==> config.mk <==
export PLATFORM = sky130hd
export DESIGN_NAME = iq_phase_cordic
export DESIGN_NICKNAME = d
export VERILOG_FILES = /design/src/rtl/cordic_pkg.sv /design/src/rtl/cordic_atan_rom.sv /design/src/rtl/iq_phase_cordic.sv
export SDC_FILE = /design/constraint.sdc
export NUM_CORES = 1
export LEC_CHECK = 0
export CORE_ASPECT_RATIO = 1.4
export CORE_MARGIN = 1.5
export CORE_UTILIZATION = 62
export CTS_BUF_LIST = sky130_fd_sc_hd__clkbuf_4
export CTS_CLUSTER_SIZE = 16
export DETAILED_ROUTE_END_ITERATION = 8
export MAX_ROUTING_LAYER = met4
export PLACE_DENSITY = 0.93
export SETUP_SLACK_MARGIN = 0.02
export SLEW_MARGIN = 20
export SYNTH_ARGS = -nofsm -noshare
export SYNTH_HDL_FRONTEND = slang
export SYNTH_HIERARCHICAL = 1
export SYNTH_SLANG_ARGS = --single-unit
==> constraint.sdc <==
create_clock -name i_clk -period 6.1 [get_ports i_clk]
set_input_delay 0.915 -clock i_clk [delete_from_list [all_inputs] [get_ports i_clk]]
set_output_delay 0.915 -clock i_clk [all_outputs]
set_load 0.05 [all_outputs]
==> src/rtl/cordic_pkg.sv <==
// rtl/cordic_pkg.sv - shared CORDIC constants: arctangent table in turns, 1/K gain, state encoding.
package cordic_pkg;

  localparam int K_INV_Q15 = 19898;

  typedef enum logic [1:0] {
    ST_IDLE = 2'd0,
    ST_ROT  = 2'd1,
    ST_GAIN = 2'd2,
    ST_DONE = 2'd3
  } state_t;

  // atan(2^-k) / (2*pi), in turns, Q0.32
  localparam logic [31:0] ATAN_Q32 [16] = '{
    32'h2000_0000, 32'h12E4_051E, 32'h09FB_385B, 32'h0511_11D4,
    32'h028B_0D43, 32'h0145_D7E1, 32'h00A2_F61E, 32'h0051_7C55,
    32'h0028_BE53, 32'h0014_5F2F, 32'h000A_2F98, 32'h0005_17CC,
    32'h0002_8BE6, 32'h0001_45F3, 32'h0000_A2FA, 32'h0000_517D
  };

  function automatic logic [31:0] atan_scaled(input logic [3:0] k, input int zw);
    logic [32:0] acc;
    acc = {1'b0, ATAN_Q32[k]} + (33'd1 << (31 - zw));
    return 32'(acc >> (32 - zw));
  endfunction

endpackage

==> src/rtl/cordic_atan_rom.sv <==
// rtl/cordic_atan_rom.sv - combinational iteration index to arctangent at Z accumulator width.
module cordic_atan_rom
  import cordic_pkg::*;
#(
  parameter int ZW = 17
) (
  input  logic [3:0]    k,
  output logic [ZW-1:0] atan
);

  logic [ZW-1:0] rom_q [16];

  for (genvar i = 0; i < 16; i++) begin : g_rom
    assign rom_q[i] = ZW'(atan_scaled(4'(i), ZW));
  end

  assign atan = rom_q[k];

endmodule

==> src/rtl/iq_phase_cordic.sv <==
// rtl/iq_phase_cordic.sv - iterative vectoring CORDIC, I/Q to phase (turns) and magnitude.
// Optional gain compensation state enabled by `CORDIC_GAIN_COMP_EN.
module iq_phase_cordic
  import cordic_pkg::*;
#(
  parameter int I_WIDTH = 12,
  parameter int O_WIDTH = 13,
  parameter int ITER    = 12,
  parameter int GUARD   = 3
) (
  input  logic                      i_clk,
  input  logic                      i_rst,
  input  logic                      i_valid,
  output logic                      o_ready,
  input  logic signed [I_WIDTH-1:0] i_x,
  input  logic signed [I_WIDTH-1:0] i_y,
  output logic                      o_valid,
  input  logic                      i_ready,
  output logic [O_WIDTH-1:0]        o_phase,
  output logic [I_WIDTH:0]          o_mag
);

  localparam int W       = I_WIDTH + 2 + GUARD;
  localparam int ZW      = O_WIDTH + 4;
  localparam int MAG_MAX = 2**(I_WIDTH+1) - 1;
  localparam logic signed [W-1:0] MAG_MAX_W = W'(MAG_MAX);
  localparam logic [ZW-1:0]       Z_HALF    = ZW'(1) << (ZW - 1);
  localparam logic [ZW-1:0]       Z_RND     = ZW'(1) << (ZW - O_WIDTH - 1);

  state_t                state;
  logic signed [W-1:0]   x_q, y_q, x_nxt, y_nxt;
  logic [ZW-1:0]         z_q, z_nxt, atan;
  logic [3:0]            k_q;
  logic                  zero_q;
  logic signed [W-1:0]   x_ext, y_ext;

  assign x_ext = {{(W-I_WIDTH-GUARD){i_x[I_WIDTH-1]}}, i_x, {GUARD{1'b0}}};
  assign y_ext = {{(W-I_WIDTH-GUARD){i_y[I_WIDTH-1]}}, i_y, {GUARD{1'b0}}};

  cordic_atan_rom #(.ZW(ZW)) u_rom (.k(k_q), .atan(atan));

  // Rotate toward the +x axis; both updates use the pre-rotation X and Y.
  always_comb begin
    x_nxt = x_q;
    y_nxt = y_q;
    z_nxt = z_q;
    if (!y_q[W-1]) begin
      x_nxt = x_q + (y_q >>> k_q);
      y_nxt = y_q - (x_q >>> k_q);
      z_nxt = z_q + atan;
    end else begin
      x_nxt = x_q - (y_q >>> k_q);
      y_nxt = y_q + (x_q >>> k_q);
      z_nxt = z_q - atan;
    end
  end

  function automatic logic [O_WIDTH-1:0] phase_of(input logic [ZW-1:0] z);
    return O_WIDTH'((z + Z_RND) >> (ZW - O_WIDTH));
  endfunction

  function automatic logic [I_WIDTH:0] mag_sat(input logic signed [W-1:0] xv);
    logic signed [W-1:0] t;
    t = xv >>> GUARD;
    if (t < 0)              return '0;
    else if (t > MAG_MAX_W) return (I_WIDTH+1)'(MAG_MAX);
    else                    return t[I_WIDTH:0];
  endfunction

`ifdef CORDIC_GAIN_COMP_EN
  localparam int PW = W + 16;
  localparam logic signed [PW-1:0] K_P   = PW'(K_INV_Q15);
  localparam logic signed [PW-1:0] RND_P = PW'(1) << 14;
  logic signed [W-1:0] x_gain;
  assign x_gain = W'((PW'(x_q) * K_P + RND_P) >>> 15);
`endif

  always_ff @(posedge i_clk) begin
    if (i_rst) begin
      state   <= ST_IDLE;
      o_ready <= 1'b1;
      o_valid <= 1'b0;
      o_phase <= '0;
      o_mag   <= '0;
      k_q     <= '0;
      x_q     <= '0;
      y_q     <= '0;
      z_q     <= '0;
      zero_q  <= 1'b0;
    end else begin
      case (state)
        ST_IDLE: if (i_valid) begin
          o_ready <= 1'b0;
          zero_q  <= (i_x == '0) && (i_y == '0);
          k_q     <= '0;
          state   <= ST_ROT;
          if (i_x[I_WIDTH-1]) begin
            x_q <= -x_ext;
            y_q <= -y_ext;
            z_q <= Z_HALF;
          end else begin
            x_q <= x_ext;
            y_q <= y_ext;
            z_q <= '0;
          end
        end
        ST_ROT: begin
          x_q <= x_nxt;
          y_q <= y_nxt;
          z_q <= z_nxt;
          k_q <= k_q + 4'd1;
          if (k_q == 4'(ITER - 1)) begin
`ifdef CORDIC_GAIN_COMP_EN
            state   <= ST_GAIN;
`else
            state   <= ST_DONE;
            o_valid <= 1'b1;
            o_phase <= zero_q ? '0 : phase_of(z_nxt);
            o_mag   <= zero_q ? '0 : mag_sat(x_nxt);
`endif
          end
        end
`ifdef CORDIC_GAIN_COMP_EN
        ST_GAIN: begin
          state   <= ST_DONE;
          o_valid <= 1'b1;
          o_phase <= zero_q ? '0 : phase_of(z_q);
          o_mag   <= zero_q ? '0 : mag_sat(x_gain);
        end
`endif
        ST_DONE: if (i_ready) begin
          o_valid <= 1'b0;
          o_ready <= 1'b1;
          state   <= ST_IDLE;
        end
        default: state <= ST_IDLE;
      endcase
    end
  end

endmodule

Word level (Yosys, flattened, before mapping)
Memories as Yosys holds them, arrays and structs flattened.
Cells that the tools add are included.
{"block": "classes", "bitwise": 1, "n_eq_ne": 6, "div": 0, "reduce_logical": 13, "multipliers": 0, "n_addsub": 10, "shift": 2, "mux": 30, "magnitude_cmp": 3}
{"operator": "$mux 17", "count": 11}
{"operator": "$pmux 17 s2", "count": 3}
{"operator": "$mux 13", "count": 4}
{"operator": "$add 17x17->17", "count": 3}
{"operator": "$sub 17x17->17", "count": 3}
{"operator": "$neg 15->17", "count": 2}
{"operator": "$sshr 17x4->17", "count": 2}
{"operator": "$logic_not 12->1", "count": 2}
{"operator": "$add 17x4->17 const B", "count": 1}
{"operator": "$gt 14x14->1 const B", "count": 1}
{"operator": "$lt 14x1->1 const B", "count": 1}
{"operator": "$reduce_and 3->1", "count": 3}
{"operator": "$pmux 4 s2", "count": 1}
{"operator": "$mux 2", "count": 3}
{"operator": "$ne 2x2->1 const B", "count": 3}
{"operator": "$pmux 2 s3", "count": 1}
{"operator": "$reduce_and 2->1", "count": 3}
{"operator": "$reduce_bool 2->1", "count": 3}
{"operator": "$ge 5x5->1 const B", "count": 1}
{"operator": "$not 4->5", "count": 1}
{"operator": "$add 4x1->4 const B", "count": 1}
{"operator": "$eq 4x4->1 const B", "count": 1}
{"operator": "$mux 1", "count": 4}
{"operator": "$mux 4", "count": 1}
{"operator": "other kinds (5)", "count": 6}
{"block": "word_totals", "memories": 1, "mem_bits_rw": 0, "latchBits": 0, "output_inout_bits": 28, "ff_bits": 86, "rom_bits": 272}
{"name": "(name not given)", "words": 16, "word_bits": 17, "read_ports": 1, "rd_clocked_by_memory_dff": 0, "write_ports": 0, "line_no": "cordic_atan_rom.sv:17", "rtl": "assign atan = rom_q[k];"}

Longest topological paths before layout
{"block": "depth", "depth_word": 8, "ltp_mapped": 27, "ltp_nobuf": 22}

By module
The synthesis kept the hierarchy.
{"module": "iq_phase_cordic", "area_per_inst_um2": 8718.4, "instances": 1, "cells_per_inst": 1102}
{"module": "cordic_atan_rom", "area_per_inst_um2": 376.6, "instances": 1, "cells_per_inst": 53}

Worst setup path before layout
OpenSTA, ideal clock, no wires.
{"block": "synth_path", "kind": "reg-to-reg", "from": "register k_q[0]", "to": "register y_q[14]", "path_buffers": 6, "required_time_ns": 5.968, "stages_incl_launch_ff": 26, "setup_time_ns": 0.132, "path_slack_ns": 0.848, "t_arrival_ns": 5.120, "cell_sequence": "dfxtp_1 -> buf_4 -> buf_6 -> buf_2 -> buf_2 -> clkbuf_1 -> mux4_2 -> nand2_1 -> nand2_1 -> o21ai_0 -> ha_1 -> o21ai_0 -> and4b_1 -> clkbuf_1 -> nor2_1 -> xnor2_1 -> ha_1 -> nand2_1 -> o21a_1 -> a21oi_1 -> a41oi_1 -> o21ai_0 -> a21oi_1 -> xnor2_1 -> o211ai_1 -> a21oi_1"}
{"block": "synth_via", "elab_chain_cells": 4}
{"item": "from (decl)", "line_no": "iq_phase_cordic.sv:33", "rtl": "logic [3:0] k_q;"}
{"item": "from (signal assigned)", "line_no": "iq_phase_cordic.sv:111", "rtl": "k_q <= k_q + 4'd1;"}
{"item": "$sshr 17x4->17 (*)", "line_no": "iq_phase_cordic.sv:49, iq_phase_cordic.sv:53"}
{"item": "$sub 17x17->17 or $add 17x17->17 (tied branches)", "line_no": "iq_phase_cordic.sv:49, iq_phase_cordic.sv:53"}
{"item": "$mux 17 (*)", "line_no": "iq_phase_cordic.sv:47", "rtl": "if (!y_q[W-1]) begin"}
{"item": "$pmux 17 s2 (*)", "line_no": "iq_phase_cordic.sv:91", "rtl": "case (state)"}
{"item": "to (signal assigned)", "line_no": "iq_phase_cordic.sv:99", "rtl": "y_q <= -y_ext;"}
{"item": "to (signal assigned)", "line_no": "iq_phase_cordic.sv:103", "rtl": "y_q <= y_ext;"}
{"item": "to (signal assigned)", "line_no": "iq_phase_cordic.sv:109", "rtl": "y_q <= y_nxt;"}
{"item": "to (decl)", "line_no": "iq_phase_cordic.sv:31", "rtl": "logic signed [W-1:0] x_q, y_q, x_nxt, y_nxt;"}
Mark *: on every way between the ends. The rest lies on a longest branch, timed or not.
A chain may end at the register's enable or synchronous reset.

Worst setup path in the final report
{"block": "layout_path", "from": "register k_q[0]", "to": "register o_phase[12]"}
{"block": "layout_via", "elab_chain_cells": 8}
{"item": "$not 4->5 (not written as such) (*)", "line_no": "cordic_atan_rom.sv:17"}
{"item": "$mem_v2 16x17 (*)"}
{"item": "$mux 17 (not written as such) (*) (2 in series)", "line_no": "cordic_atan_rom.sv:17"}
{"item": "named net atan[4]", "line_no": "iq_phase_cordic.sv:32", "rtl": "logic [ZW-1:0] z_q, z_nxt, atan;"}
{"item": "$add 17x17->17 or $sub 17x17->17 (tied branches)", "line_no": "iq_phase_cordic.sv:50, iq_phase_cordic.sv:54"}
{"item": "$mux 17 (*)", "line_no": "iq_phase_cordic.sv:47"}
{"item": "$add 17x4->17 (*)", "line_no": "iq_phase_cordic.sv:59", "rtl": "return O_WIDTH'((z + Z_RND) >> (ZW - O_WIDTH));"}
{"item": "$mux 13 (*)", "line_no": "iq_phase_cordic.sv:118", "rtl": "o_phase <= zero_q ? '0 : phase_of(z_nxt);"}
{"item": "to (signal assigned)", "line_no": "iq_phase_cordic.sv:118"}
{"item": "to (decl)", "line_no": "iq_phase_cordic.sv:19", "rtl": "output logic [O_WIDTH-1:0] o_phase,"}
The timed path passes the listed nets; every way through them passes the cells marked *. The select of a mux whose other input is x is not followed.

==> results.cfg <==
[logic_synthesis]
yosys_warnings = 6
synth_area_um2 = 9090
synthMuxAreaShare = 0.124
syn_inst = 1155
synth_flop_cell = dfxtp_1
yosys-top-cells-area = dfxtp_1 (19%), ha_1 (8.5%), mux4_2 (8.4%)
synth_top_family_by_area = compound AO/OA/AOI/OAI gates
synth_top_area_cell = dfxtp_1
async_reset_ff_frac = 0
yosys.area_share.simple = 0.205
synth.avg_cell_area_um2 = 7.87
synth_fa_ha_area_frac = 0.0919
ys_types = 79
yosysSeqAreaShare = 0.189
synth.top_cell.area_share = 0.189
synth-xor-area-share = 0.101
synth-edff-count = 0
synth-seq-cells = 86
synth-compound-area-share = 0.236

[power_and_ir_drop]
p_per_area_nw_per_um2 = 461
ir_drop_mv = 0.375
p_leak_uw = 0.00377

[drt]
route.detailed.drc = 0
num_vias = 8885
wl_met1_mm = 9.47
route.met3.wl_mm = 1.51
first_pass_iters = 6
wl_mm = 25.0
dr_wl_met2_mm = 12.4
avgViaCountPerCell = 6.54
top_layer = met4
avgRoutedWirePerCell_um = 18.4
drt-initial-drc-count = 664
postRouteAntennaNets = 0

[finish]
syn2layout_area_growth_pct = 8.45
antenna_cells = 0
postLayoutCellArea_um2 = 9860
layout.nets = 1259
final_common_cell = nor2_1
mostFrequentLayoutCells = nor2_1 (140), nand2_1 (105), a21oi_1 (92)
layout-drive-gt1-share = 0.0718

[grt]
grt.total_usage = 0.337
grt_pass1_wl_mm = 41.1
grt_overflow = 0
grt_pass1_vias = 8544
antenna_found_initial = 0
grt_max_degree = 65

[sta]
rsz0062_at_grt = false
fin_crit_sh = 0.874
max_freq_mhz = 188
tns_ns = 0
hold_viol = 0
relSlewSlack = 0.288
worst_pin_slew_ns = 1.07
slew_viol_final = 0
setup-violations-final = 0
period_minus_slack_ns = 5.33
fin_worst_skew_ns = 0.0292

[setup_path]
rrSetupSlack_ns = 0.77
start_kind = register
reg2reg_to = o_phase[12]
reg2regPathDepth = 19
crit_path_start = k_q[0]
worstSetupPathType = reg2reg
worstPathCellList = inv_1, ha_1, nor2b_1, a21oi_1, o2bb2ai_1, nor3_1, nand2_1, nor3_1, nor2_1, xnor2_1, ha_1, o21ai_0, o21ba_1, nor2_1, o311ai_1, nand4_1, nor4_1, a31oi_1, o31ai_1
endpoint = o_phase[12]
r2r_start = k_q[0]
cp-end-kind = register
cpPeakStageDelay_ns = 0.66
cp_max_fo = 34
cp.required_ns = 6.50
cp_slowest_cell = dfxtp_4
critPathArrivalTime_ns = 5.73

[placement]
gp_routability_congestion = 0.984
port_buffers = 55
dp_hpwl_mm = 18.5
dpl_cell_area_um2 = 9670

[clock_tree]
cts_tree = yes
htreeDepth = 3
numCtsBuffers = 9
cts.sinks = 86
hold_buffers = 0
clk_pin_slew_ns = 0.15
clk_latency_ns = 0.48
root_buffer = clkbuf_4
clockBufferDepth = 2

[die]
rows = 52
die_h_um = 146
initial_core_util = 0.633
die_area_um2 = 15400
boundaryPins = 56
die_w_um = 105
core_area_um2 = 14400

[hold_path]
hold_path.class = reg2reg
holdPathStages = 2

[run_status]
status = finished, final reports clean

[flow_run]
cap_violations = 0
## metrics by stage
| step | util | setup WS (ns) | power [uW] | hold WS (ns) | instances |
|---|---|---|---|---|---|
| final | 0.686 | 0.770 | 4540 | 0.458 | 1359 |
| after global routing | 0.686 | 0.151 | 4910 | 0.483 | 1359 |
| after CTS | 0.685 | 0.427 | 4480 | 0.463 | 1359 |
| after detailed placement | 0.672 | 0.473 | 4020 | 0.444 | 1344 |
| after global placement | 0.672 | 0.692 | 3920 | 0.436 | 1344 |
| after floorplan | - | 0.848 | 3350 | 0.444 | 1156 |
## logic make-up (layout without fill, tap and decap cells)
kind of cell	after synthesis	in the layout
compound gates	327	327
xor+xnor	103	103
fa+ha+maj	65	65
buf+inv	113	127
flops	86	86
mux	68	68
other cells	1	2
simple gates	392	392
## sequential cells by signal (all words and copies together) (netlist names)
register  flops
x_q          17
z_q          17
zero_q        1
k_q           4
o_mag        13
o_valid       1
o_phase      13
o_ready       1
y_q          17
state         2
## cell usage after synthesis (19+ instances only)
master	n
a22oi_1	27
o21ai_0	44
a21oi_1	92
mux2i_1	19
nor2_1	140
ha_1	62
dfxtp_1	86
inv_1	43
xnor2_1	68
xor2_1	34
nand2b_1	23
clkbuf_1	42
nand2_1	105
nand3_1	22
o211ai_1	20
nor3_1	21
mux4_2	34
## power by group
part	switching [uW]	internal [uW]	total, uW
Sequential	209	654	862
Clock	234	209	443
Combinational	1840	1400	3240
Total	2290	2260	4540
## worst max-delay path, delay by kind of cell, from the launching register on
family	cells	cell delay (ns)
flops	1	0.66
fa+ha+maj	2	0.61
buf+inv	1	0.19
compound gates	7	1.66
simple gates	8	1.98
xor+xnor	1	0.14
## layer usage
metal,up-vias,global-route usage
met1,4148,0.382
met4,0,0.197
met2,367,0.564
met5,-,-
li1,4239,-
met3,131,0.0455
## what timing repair did
action,CTS,global route
setup buffers,0,0
hold endpoints to repair,0,0
gates resized for setup,0,3
setup endpoints to repair,0,14
## how the worst min path moves through the flow
| stage | from | endpoint | slack, ns |
|---|---|---|---|
| floorplan | z_q[16] | z_q[16] | 0.44 |
| global placement | o_phase[10] | o_phase[10] | 0.44 |
| detailed placement | o_phase[10] | o_phase[10] | 0.44 |
| CTS | o_phase[10] | o_phase[10] | 0.46 |
| global route | o_phase[10] | o_phase[10] | 0.48 |
| finish | o_phase[10] | o_phase[10] | 0.46 |
## area by class of cell
cell class / count / area [um2]
Clock buffer: 9 / 67.6
Clock inverter: 6 / 118
Fill cell: 1098 / 4520
Inverter: 44 / 165
Multi-Input combinational cell: 957 / 6900
Sequential cell: 86 / 1730
Tap cell: 189 / 236
Timing Repair Buffer: 68 / 643
(Power assumes the default switching activity.)
